[config.mk]
export PLATFORM = sky130hd
export DESIGN_NAME = ram_port_arbiter
export DESIGN_NICKNAME = d
export VERILOG_FILES = /design/src/rtl/ram_arb_pkg.sv /design/src/rtl/rr_pick.sv /design/src/rtl/ram_port_arbiter.sv
export SDC_FILE = /design/constraint.sdc
export NUM_CORES = 1
export LEC_CHECK = 0
export CAP_MARGIN = 10
export CORE_ASPECT_RATIO = 1.25
export CORE_MARGIN = 4
export CORE_UTILIZATION = 43
export CTS_CLUSTER_DIAMETER = 30
export DETAILED_ROUTE_END_ITERATION = 8
export PLACE_DENSITY = 0.85
export SYNTH_ARGS = -nofsm -noshare
export SYNTH_HDL_FRONTEND = slang
export SYNTH_SLANG_ARGS = --single-unit
[constraint.sdc]
create_clock -name clk -period 3.7 [get_ports clk]
set_input_delay 0.555 -clock clk [delete_from_list [all_inputs] [get_ports clk]]
set_output_delay 0.555 -clock clk [all_outputs]
set_load 0.05 [all_outputs]
[src/rtl/ram_arb_pkg.sv]
// Shared types and default widths for the two-port RAM arbiter.
package ram_arb_pkg;

  localparam int DEF_ADDR_W = 16;
  localparam int DEF_DATA_W = 8;

  // Transaction sequencer states
  typedef enum logic [1:0] {
    IDLE  = 2'd0,
    ISSUE = 2'd1,
    WAIT  = 2'd2,
    DONE  = 2'd3
  } arb_state_t;

  // Owner of the RAM port
  typedef enum logic {
    GR_CPU = 1'b0,
    GR_LD  = 1'b1
  } grant_t;

  // The requester that did not hold the previous grant
  function automatic grant_t other_grant(input grant_t g);
    grant_t r;
    if (g == GR_CPU) begin
      r = GR_LD;
    end else begin
      r = GR_CPU;
    end
    return r;
  endfunction

endpackage

[src/rtl/rr_pick.sv]
// Combinational round-robin choice between the CPU and the loader.
module rr_pick
  import ram_arb_pkg::*;
(
  input  logic cpu_req,
  input  logic ld_req,
  input  logic last_grant,
  output logic valid,
  output logic winner
);

  // A lone requester wins outright; a tie goes to whoever was not granted last
  always_comb begin
    valid  = 1'b0;
    winner = GR_CPU;
    if (cpu_req && ld_req) begin
      valid  = 1'b1;
      winner = other_grant(grant_t'(last_grant));
    end else if (cpu_req) begin
      valid  = 1'b1;
      winner = GR_CPU;
    end else if (ld_req) begin
      valid  = 1'b1;
      winner = GR_LD;
    end else begin
      valid  = 1'b0;
      winner = GR_CPU;
    end
  end

endmodule

[src/rtl/ram_port_arbiter.sv]
// Shares one single-port RAM between the CPU and the button-driven loader.
// One transaction at a time: IDLE picks and latches the winner's request,
// ISSUE drives the RAM for one cycle, WAIT covers the registered read,
// DONE pulses the winner's ack (with read data for reads).
module ram_port_arbiter
  import ram_arb_pkg::*;
#(
  parameter int ADDR_W = DEF_ADDR_W,
  parameter int DATA_W = DEF_DATA_W
) (
  input  logic              clk,
  input  logic              rst,
  input  logic              cpu_req,
  input  logic              cpu_we,
  input  logic [ADDR_W-1:0] cpu_addr,
  input  logic [DATA_W-1:0] cpu_wdata,
  output logic              cpu_ack,
  output logic [DATA_W-1:0] cpu_rdata,
  input  logic              ld_req,
  input  logic              ld_we,
  input  logic [ADDR_W-1:0] ld_addr,
  input  logic [DATA_W-1:0] ld_wdata,
  output logic              ld_ack,
  output logic [DATA_W-1:0] ld_rdata,
  output logic [ADDR_W-1:0] ram_addr,
  output logic [DATA_W-1:0] ram_wdata,
  output logic              ram_wren,
  input  logic [DATA_W-1:0] ram_rdata,
  output logic              busy,
  output logic              grant
);

  arb_state_t        state;
  arb_state_t        next_state;
  grant_t            owner;
  grant_t            last_grant;
  logic              lat_we;

  logic              pick_valid;
  logic              pick_winner;
  logic              start_txn;

  logic              sel_we;
  logic [ADDR_W-1:0] sel_addr;
  logic [DATA_W-1:0] sel_wdata;

  logic              ram_wren_d;
  logic              cpu_ack_d;
  logic              ld_ack_d;
  logic [DATA_W-1:0] cpu_rdata_d;
  logic [DATA_W-1:0] ld_rdata_d;

  rr_pick u_pick (
    .cpu_req    (cpu_req),
    .ld_req     (ld_req),
    .last_grant (last_grant),
    .valid      (pick_valid),
    .winner     (pick_winner)
  );

  assign start_txn = (state == IDLE) && pick_valid;
  assign busy      = (state != IDLE);
  assign grant     = owner;

  // Route the winning requester's command fields toward the latch
  always_comb begin
    sel_we    = cpu_we;
    sel_addr  = cpu_addr;
    sel_wdata = cpu_wdata;
    if (pick_winner == GR_LD) begin
      sel_we    = ld_we;
      sel_addr  = ld_addr;
      sel_wdata = ld_wdata;
    end else begin
      sel_we    = cpu_we;
      sel_addr  = cpu_addr;
      sel_wdata = cpu_wdata;
    end
  end

  // State register
  always_ff @(posedge clk or negedge rst) begin
    if (!rst) begin
      state <= IDLE;
    end else begin
      state <= next_state;
    end
  end

  // Next-state logic: writes skip WAIT, reads need it for the RAM read latency
  always_comb begin
    next_state = state;
    case (state)
      IDLE: begin
        if (pick_valid) begin
          next_state = ISSUE;
        end else begin
          next_state = IDLE;
        end
      end
      ISSUE: begin
        if (lat_we) begin
          next_state = DONE;
        end else begin
          next_state = WAIT;
        end
      end
      WAIT:    next_state = DONE;
      DONE:    next_state = IDLE;
      default: next_state = IDLE;
    endcase
  end

  // Latch the granted request so later input changes cannot disturb it;
  // ram_addr/ram_wdata are the latch itself and so stay stable in ISSUE
  always_ff @(posedge clk or negedge rst) begin
    if (!rst) begin
      owner      <= GR_CPU;
      last_grant <= GR_LD;
      lat_we     <= 1'b0;
      ram_addr   <= {ADDR_W{1'b0}};
      ram_wdata  <= {DATA_W{1'b0}};
    end else if (start_txn) begin
      owner      <= grant_t'(pick_winner);
      last_grant <= grant_t'(pick_winner);
      lat_we     <= sel_we;
      ram_addr   <= sel_addr;
      ram_wdata  <= sel_wdata;
    end else begin
      owner      <= owner;
      last_grant <= last_grant;
      lat_we     <= lat_we;
      ram_addr   <= ram_addr;
      ram_wdata  <= ram_wdata;
    end
  end

  // Output next-values: write enable only for the ISSUE cycle, ack on DONE entry
  always_comb begin
    ram_wren_d  = 1'b0;
    cpu_ack_d   = 1'b0;
    ld_ack_d    = 1'b0;
    cpu_rdata_d = cpu_rdata;
    ld_rdata_d  = ld_rdata;
    case (state)
      IDLE: begin
        if (pick_valid) begin
          ram_wren_d = sel_we;
        end else begin
          ram_wren_d = 1'b0;
        end
      end
      ISSUE: begin
        if (lat_we) begin
          cpu_ack_d = (owner == GR_CPU);
          ld_ack_d  = (owner == GR_LD);
        end else begin
          cpu_ack_d = 1'b0;
          ld_ack_d  = 1'b0;
        end
      end
      WAIT: begin
        cpu_ack_d = (owner == GR_CPU);
        ld_ack_d  = (owner == GR_LD);
        if (owner == GR_LD) begin
          ld_rdata_d = ram_rdata;
        end else begin
          cpu_rdata_d = ram_rdata;
        end
      end
      DONE: begin
        ram_wren_d = 1'b0;
      end
      default: begin
        ram_wren_d = 1'b0;
      end
    endcase
  end

  // Registered outputs; reset clears ram_wren at once and drops any pending ack
  always_ff @(posedge clk or negedge rst) begin
    if (!rst) begin
      ram_wren  <= 1'b0;
      cpu_ack   <= 1'b0;
      ld_ack    <= 1'b0;
      cpu_rdata <= {DATA_W{1'b0}};
      ld_rdata  <= {DATA_W{1'b0}};
    end else begin
      ram_wren  <= ram_wren_d;
      cpu_ack   <= cpu_ack_d;
      ld_ack    <= ld_ack_d;
      cpu_rdata <= cpu_rdata_d;
      ld_rdata  <= ld_rdata_d;
    end
  end

endmodule

==> results of run 1 <==
## flip-flops by register name (all words and copies together), names as in the netlist
name / count
ram_wdata: 8
cpu_rdata: 8
ram_addr: 16
grant: 1
state: 2
last_grant: 1
ld_ack: 1
ram_wren: 1
ld_rdata: 8
lat_we: 1
cpu_ack: 1
## worst paths after layout
kind                              from  slack [ns]  cells after the start           end
min                                rst        0.44                      1   ld_rdata[3]
max in group asynchronous          rst        2.62                      1  ram_wdata[5]
max                           state[0]        1.16                      4          busy
min reg2reg                ld_rdata[5]        0.51                      1   ld_rdata[5]
max reg2reg                   state[0]        1.74                      5  ram_addr[10]
min in group clk           ld_rdata[5]        0.51                      1   ld_rdata[5]
## cells by family (layout without fill, tap and decap cells)
| group | Yosys count | count (layout) | share of synthesized area |
|---|---|---|---|
| AND/OR/NAND/NOR | 56 | 56 | 0.09977 |
| flip-flops | 48 | 48 | 0.5574 |
| multiplexers | 17 | 17 | 0.08817 |
| AO/OA/AOI/OAI | 58 | 58 | 0.1816 |
| adder cells (fa/ha/maj) | 3 | 3 | 0.01740 |
| buffers and inverters | 15 | 119 | 0.05568 |
## final cells by class
cell class / instances / area (sq um)
clock inverter: 2 / 60.06
tap: 60 / 75.07
fill: 370 / 1476
multi-input combinational: 134 / 834.6
sequential: 48 / 1202
timing repair buffer: 107 / 1064
clock buffer: 6 / 72.57
inverter: 4 / 15.01
## where the power goes
part | internal [mW] | switching, mW | total, mW
Combinational | 0.739 | 1.35 | 2.09
Sequential | 0.793 | 0.138 | 0.931
Clock | 0.270 | 0.166 | 0.436
Total | 1.80 | 1.65 | 3.45
## worst max-delay path, stage by stage (launching register included)
cell and delay [ns]:
dfrtp_1 0.40, inv_1 0.08, ha_1 0.29, inv_1 0.11, clkdlybuf4s50_1 0.82
## metal layers
metal,share of wire,vias up
met3,0.085,7
met5,0,-
met2,0.48,77
li1,-,867
met1,0.42,836
met4,0.010,0
## stage by stage
stage          instance area (sq um)  setup slack [ns]  utilization  hold slack, ns  std cells
4_1_cts                         3323             1.146       0.6924          0.4725        361
3_5_place_dp                    3191             1.269       0.6648          0.4927        353
3_3_place_gp                    3191             1.374       0.6648          0.4863        353
6_report                        3323             1.165       0.6924          0.4367        361
5_1_grt                         3323             1.085       0.6924          0.5229        361
2_1_floorplan                   2157             2.116            -          0.2594        197
## synthesized netlist by cell type, types with 3 or more instances
cell	instances	share of area
a21oi_2	17	0.069
dfrtp_1	47	0.55
mux2_2	16	0.084
buf_2	3	0.0070
ha_1	3	0.017
buf_6	8	0.042
inv_1	4	0.0070
nor2_1	28	0.049
nand2_1	26	0.045
a21oi_1	33	0.077
==> impl_metrics.ini, run 1 <==
[global_routing]
grt_pass1_vias = 1766
grt-ovfl-total = 0
use_met1 = 0.2049
gr-usage-met3 = 0.05312
grt_use_total = 0.1724
grt_first_pass_wirelength_microns = 8349
grtUsageMet2 = 0.2993
antenna_found_initial = 0
busiest_layer = met2
grt_max_degree = 49

[worst_setup_path]
worstPathArrival_ns = 1.98
cp.required_ns = 3.14
critPathLaunchType = flop
crit_path_end_kind = output port
crit_type = flop to output port
cp_max_fo = 5

[status]
outcome = finished clean

[logic_synthesis]
syn_inst = 197
ys_async_sr_fraction = 1.000
synth_fp_nets = 262
synth-edff-count = 0
yosysUniqueCellTypes = 22
syn_area_sq_um = 2157
synth_ff_type = dfrtp_1
yosysSeqAreaShare = 0.5574
yosys_warnings = 0
avgSynthCellArea_sq_um = 10.95
synth-seq-cells = 48

[pwr]
power_mw = 3.452
ir_drop_uv = 487.9
leakagePower_nw = 1.393
power.density_nw_per_um2 = 1039

[route]
wl_per_cell_microns = 14.52
wl_microns = 5240
drc = 0
dr.pass1.iters = 4
ant_nets = 0
vias = 1787
via_per_inst = 4.950
drt_iter0_drc = 99

[clock_network]
clock-sinks = 48
cts_tree = done
cts_setup_buffers = 0
ctsResizeCount = 0
cts-root-buf = clkbuf_8
cts_hold_buf = 0
clock_latency_ns = 0.30
clkTransAtPathRegs_ns = 0.09
clockBufferDepth = 2
h-tree-depth = 2
cts_buffers = 5

[sta]
maxSlewViolCount = 0
rsz0062_at_grt = false
finalCritPeriodShare = 0.6852
setup_tns_ns = 0
hold_viol = 0
min_period_ns = 2.535
finClkSkew_ns = 0.006248
max_slew_margin = 0.3063
fmax_ghz = 0.3944
tightest_slew_ns = 1.041
setup_violations = 0

[placement]
portBuffers = 106
dp_hpwl_microns = 3947
gp_congestion = 0.7328

[min_path]
min_path_type = input port to async pin

[floorplan]
rows = 28
num_io_pins = 107
fp.dieW_microns = 71.35
dieArea_sq_um = 6221
initial_core_util = 0.4494
die_y_microns = 87.19
coreArea_sq_um = 4800

[layout]
final_layout_size_suffix_gt1_frac = 0.1495
final_nets = 365
n_antenna_cell = 0
layout_commonest_cell = clkdlybuf4s50_1
mostFrequentLayoutCells = 105 x clkdlybuf4s50_1, 47 x dfrtp_1, 33 x a21oi_1
syn_to_final_growth_pct = 54.06

[job]
drv_cap = 0
Note: power is estimated with default switching activity, not from simulation.
==> run 2: changes to the inputs <==
--- a/config.mk
+++ b/config.mk
@@ -8,10 +8,10 @@
 export CAP_MARGIN = 10
 export CORE_ASPECT_RATIO = 1.25
 export CORE_MARGIN = 4
-export CORE_UTILIZATION = 43
+export CORE_UTILIZATION = 40
 export CTS_CLUSTER_DIAMETER = 30
 export DETAILED_ROUTE_END_ITERATION = 8
-export PLACE_DENSITY = 0.85
+export PLACE_DENSITY = 0.8
 export SYNTH_ARGS = -nofsm -noshare
 export SYNTH_HDL_FRONTEND = slang
 export SYNTH_SLANG_ARGS = --single-unit
==> constraint.sdc (replaced) <==
create_clock -name clk -period 2.4 [get_ports clk]
set_input_delay 0.36 -clock clk [delete_from_list [all_inputs] [get_ports clk]]
set_output_delay 0.36 -clock clk [all_outputs]
set_load 0.05 [all_outputs]
==> run 2 against run 1 <==
Sequential share of layout area shrank 0.35 points. First-iteration DRC count down 22%. Clock power is 30% higher. Final cell count rose by 2.5%. Non-clock buffer count is 7 higher. Clock skew down 0.0019 ns. Count of clock-buffer cells in the layout stayed put. Critical path type unchanged.
==> impl_metrics.ini, run 2 (same netlist as run 1, synthesis figures left out) <==
[status]
outcome = finished clean

[sta]
tightest_slew_ns = 0.5705
hold_viol = 0
setup_tns_ns = 0
finClkSkew_ns = 0.004322
rsz0062_at_grt = false
fin_ws_ns = 0.4578
max_slew_margin = 0.6197
fmax_ghz = 0.5149
min_period_ns = 1.942
setup_violations = 0
maxSlewViolCount = 0
finalCritPeriodShare = 0.8092

[clock_network]
cts-root-buf = clkbuf_8
cts_hold_buf = 0
clock-sinks = 48
clock_latency_ns = 0.29
h-tree-depth = 2
cts_buffers = 5
cts_tree = done
ctsResizeCount = 0
clkTransAtPathRegs_ns = 0.08
clockBufferDepth = 2
cts_setup_buffers = 0

[placement]
portBuffers = 106
gp_congestion = 0.7714
dp_hpwl_microns = 4282
preCtsSetupSlack_ns = 0.4054

[pwr]
ir_drop_uv = 781.9
switching_share = 0.4854
switchingPower_mw = 2.559
p_comb_frac = 0.621
leakagePower_nw = 1.422
power.internal_mw = 2.714
power.density_nw_per_um2 = 1571
p_seq_frac = 0.272
power_mw = 5.273
pwr-share-clk = 0.107

[worst_setup_path]
crit_start = state[0]
ff2ff_setup_slack_ns = 0.84
path_common_cell = inv_1
worstReg2RegStart = state[0]
crit_slowest_cell = dlymetal6s2s_1
cp_num_buf_inv = 3
cpPeakStageDelay_ns = 0.42
r2r_cells = 6
crit_type = flop to output port
crit_path_end_kind = output port
crit_chain = inv_1, ha_1, inv_1, dlymetal6s2s_1
cp.required_ns = 2.04
critPathLaunchType = flop
worstPathArrival_ns = 1.58
timing.rr.end = ram_wdata[5]
cp_max_fo = 5
critical_path.top_delay_family = buffers and inverters

[route]
dr.pass1.iters = 5
drt_iter0_drc = 77
via_per_inst = 4.938
vias = 1827
wl_per_cell_microns = 14.37
wl_microns = 5317
drc = 0
ant_nets = 0

[job]
drv_cap = 0

[layout]
syn_to_final_growth_pct = 55.57
largest_reg_flops = 16
n_antenna_cell = 0
final_nets = 372
final_layout_size_suffix_gt1_frac = 0.1688
mostFrequentLayoutCells = 104 x clkdlybuf4s50_1, 47 x dfrtp_1, 33 x a21oi_1
layout_commonest_cell = clkdlybuf4s50_1
top_register = ram_addr
post-route-util = 0.6513

[min_path]
min_path_type = input port to async pin

[global_routing]
grt_use_total = 0.1596
grt_first_pass_wirelength_microns = 8376
grt_pass1_vias = 1871
grt-ovfl-total = 0
grt_max_degree = 27
antenna_found_initial = 0

[floorplan]
die_y_microns = 90.11
coreArea_sq_um = 5152
dieArea_sq_um = 6639
initial_core_util = 0.4186
fp.dieW_microns = 73.68
num_io_pins = 107
rows = 29
## run 2: cell count changes in the layout (fill, tap and decap cells not counted)
cell,change
buf_4,+7
bufinv_16,-1
clkinv_2,+1
clkdlybuf4s50_1,-1
dlymetal6s2s_1,+1
## run 2: worst register-to-register path: stages, from the launching register on
cell and delay, ns:
dfrtp_1 0.42, inv_1 0.10, ha_1 0.29, o21ai_4 0.17, buf_4 0.23, a21oi_1 0.19, a21oi_2 0.07
## run 2: per-layer routing
metal  vias to the layer above  GRT usage  part of all wire
li1                        882          -                 -
met1                       838     0.1825              0.39
met2                        99     0.2641              0.47
met3                         8    0.06808              0.12
met4                         0    0.04985             0.015
met5                         -          0                 0
## run 2: worst max-delay path by stage
stage / endpoint / slack, ns / depth (start not counted)
after floorplan: ld_rdata[0] / 1.0 / 2
after global placement: busy / 0.44 / 4
final: busy / 0.46 / 4
after CTS: busy / 0.07 / 4
after global routing: busy / 0.38 / 4
after detailed placement: busy / 0.41 / 4
## run 2: power by group through the flow
stage,combinational [mW],clock [mW],sequential (mW)
after global placement,3.26,0,1.44
after CTS,3.31,0.582,1.44
final,3.27,0.565,1.43
after floorplan,0.971,0,2.72
after global routing,3.48,0.616,1.48
after detailed placement,3.30,0,1.46
## run 2: cell type report
| type | instances | area (sq um) |
|---|---|---|
| multi-input combinational | 134 | 834.6 |
| tap | 62 | 77.57 |
| clock buffer | 6 | 72.57 |
| clock inverter | 2 | 35.03 |
| inverter | 4 | 15.01 |
| sequential | 48 | 1202 |
| timing repair buffer | 114 | 1119 |
| fill | 434 | 1797 |
## run 2: through the flow
step / hold WS (ns) / std cells / instance area (sq um)
2_1_floorplan: 0.06441 / 197 / 2157
3_3_place_gp: 0.3835 / 362 / 3246
3_5_place_dp: 0.3941 / 362 / 3246
4_1_cts: 0.06965 / 370 / 3353
5_1_grt: 0.09440 / 370 / 3356
6_report: 0.05488 / 370 / 3356
==> run 3: changes to the inputs <==
==> constraint.sdc (replaced) <==
create_clock -name clk -period 1.94 [get_ports clk]
set_input_delay 0.291 -clock clk [delete_from_list [all_inputs] [get_ports clk]]
set_output_delay 0.291 -clock clk [all_outputs]
set_load 0.05 [all_outputs]
==> run 3 against run 2 <==
Die area unchanged. Wire length rose by 1.4%. Sequential share of layout area fell by 0.34 points. Critical path type unchanged. Global-route usage is 0.14 points higher. Largest power group unchanged. Final cell count down 0.54%. Flip-flop and latch count unchanged. Combinational power is 26% higher. Total power rose by 24%. Clock power is 8.7% higher.
==> impl_metrics.ini, run 3 (same netlist as run 1, synthesis figures left out) <==
[route]
drc = 0
wl_per_cell_microns = 14.65
dr.pass1.iters = 4
ant_nets = 0
wl_microns = 5391
drt_iter0_drc = 65
vias = 1808
via_per_inst = 4.913

[worst_setup_path]
ff2ff_setup_slack_ns = 0.46
timing.rr.end = ld_rdata[5]
cpPeakStageDelay_ns = 0.84
crit_chain = clkdlybuf4s50_1
critical_path.top_delay_family = buffers and inverters
crit_type = flop to output port
worstPathArrival_ns = 1.55
r2r_cells = 4
cp_max_fo = 5
worstReg2RegStart = state[0]
crit_slowest_cell = clkdlybuf4s50_1
critPathLaunchType = flop
crit_path_end_kind = output port
cp_num_buf_inv = 1
cp.required_ns = 1.65

[global_routing]
grt_pass1_vias = 1857
grt_max_degree = 49
grt_first_pass_wirelength_microns = 8452
grt_use_total = 0.1610
antenna_found_initial = 0
grt-ovfl-total = 0

[layout]
syn_to_final_growth_pct = 57.08
top_register = ram_addr
final_layout_size_suffix_gt1_frac = 0.1699
multi_input_area_sq_um = 834.6
fillers = 398
regArea_sq_um = 1202
mostFrequentLayoutCells = 104 x clkdlybuf4s50_1, 47 x dfrtp_1, 33 x a21oi_1
layout_commonest_cell = clkdlybuf4s50_1
n_antenna_cell = 0
final_nets = 370
largest_reg_flops = 16

[pwr]
ir_drop_uv = 884.2
power_mw = 6.520
leakagePower_nw = 1.420
power.density_nw_per_um2 = 1924

[placement]
dp_hpwl_microns = 4034
gp_congestion = 0.7245
portBuffers = 106

[sta]
setup_tns_ns = 0
max_slew_margin = 0.6079
min_period_ns = 1.837
setup_violations = 0
hold_viol = 0
rsz0062_at_grt = false
maxSlewViolCount = 0
finClkSkew_ns = 0.01034
fmax_ghz = 0.5443
tightest_slew_ns = 0.5882
finalCritPeriodShare = 0.9470

[clock_network]
cts-root-buf = clkbuf_8
clock_latency_ns = 0.29
cts_tree = done
h-tree-depth = 2
clock-sinks = 48
cts_buffers = 5
cts_setup_buffers = 0
clockBufferDepth = 2
ctsResizeCount = 0
clkTransAtPathRegs_ns = 0.09
cts_hold_buf = 0

[floorplan]
die_y_microns = 90.11
dieArea_sq_um = 6639
coreArea_sq_um = 5152
initial_core_util = 0.4186
num_io_pins = 107
fp.dieW_microns = 73.68
rows = 29

[min_path]
min_path_type = input port to async pin

[status]
outcome = finished clean

[job]
drv_cap = 0
## run 3: area by class of cell
type                            count  area share
Sequential cell                    48      0.3549
Timing Repair Buffer              112      0.3427
Multi-Input combinational cell    134      0.2463
Clock buffer                        6     0.02437
Tap cell                           62     0.02290
Clock inverter                      2    0.004431
Inverter                            4    0.004431
## run 3: metrics by stage
step | std cells | worst slack, ns | area (sq um) | hold slack [ns] | utilization
floorplan | 197 | 0.5351 | 2157 | -0.004591 | -
global placement | 360 | 0.3311 | 3291 | 0.4215 | 0.6387
detailed placement | 360 | 0.2732 | 3291 | 0.4322 | 0.6387
CTS | 368 | 0.08709 | 3388 | 0.09962 | 0.6576
global route | 368 | 0.03468 | 3388 | 0.1271 | 0.6576
finish | 368 | 0.1028 | 3388 | 0.07684 | 0.6576
## run 3: worst max path at each step
stage | start | to | cells past startpoint
final | grant | grant | 1
after global routing | grant | grant | 1
after CTS | grant | grant | 1
after detailed placement | ld_req | ram_wdata[4] | 5
after global placement | cpu_req | ram_wdata[2] | 5
after floorplan | grant | ld_rdata[0] | 2
## run 3: routing by layer
| layer | wire length (microns) | part of all wire | track usage | vias up |
|---|---|---|---|---|
| li1 | - | - | - | 882 |
| met1 | 2116 | 0.39 | 0.1792 | 838 |
| met2 | 2661 | 0.49 | 0.2855 | 86 |
| met3 | 593 | 0.11 | 0.06138 | 2 |
| met4 | 19 | 0.0035 | 0.03172 | 0 |
| met5 | 0 | 0 | 0 | - |
## run 3: power by group
group | switching (mW) | total, mW | internal (mW) | leakage, nW
registers | 0.262 | 1.77 | 1.51 | 0.553
clock network | 0.325 | 0.614 | 0.289 | 0.0434
logic | 2.60 | 4.13 | 1.53 | 0.823
total | 3.19 | 6.52 | 3.33 | 1.42
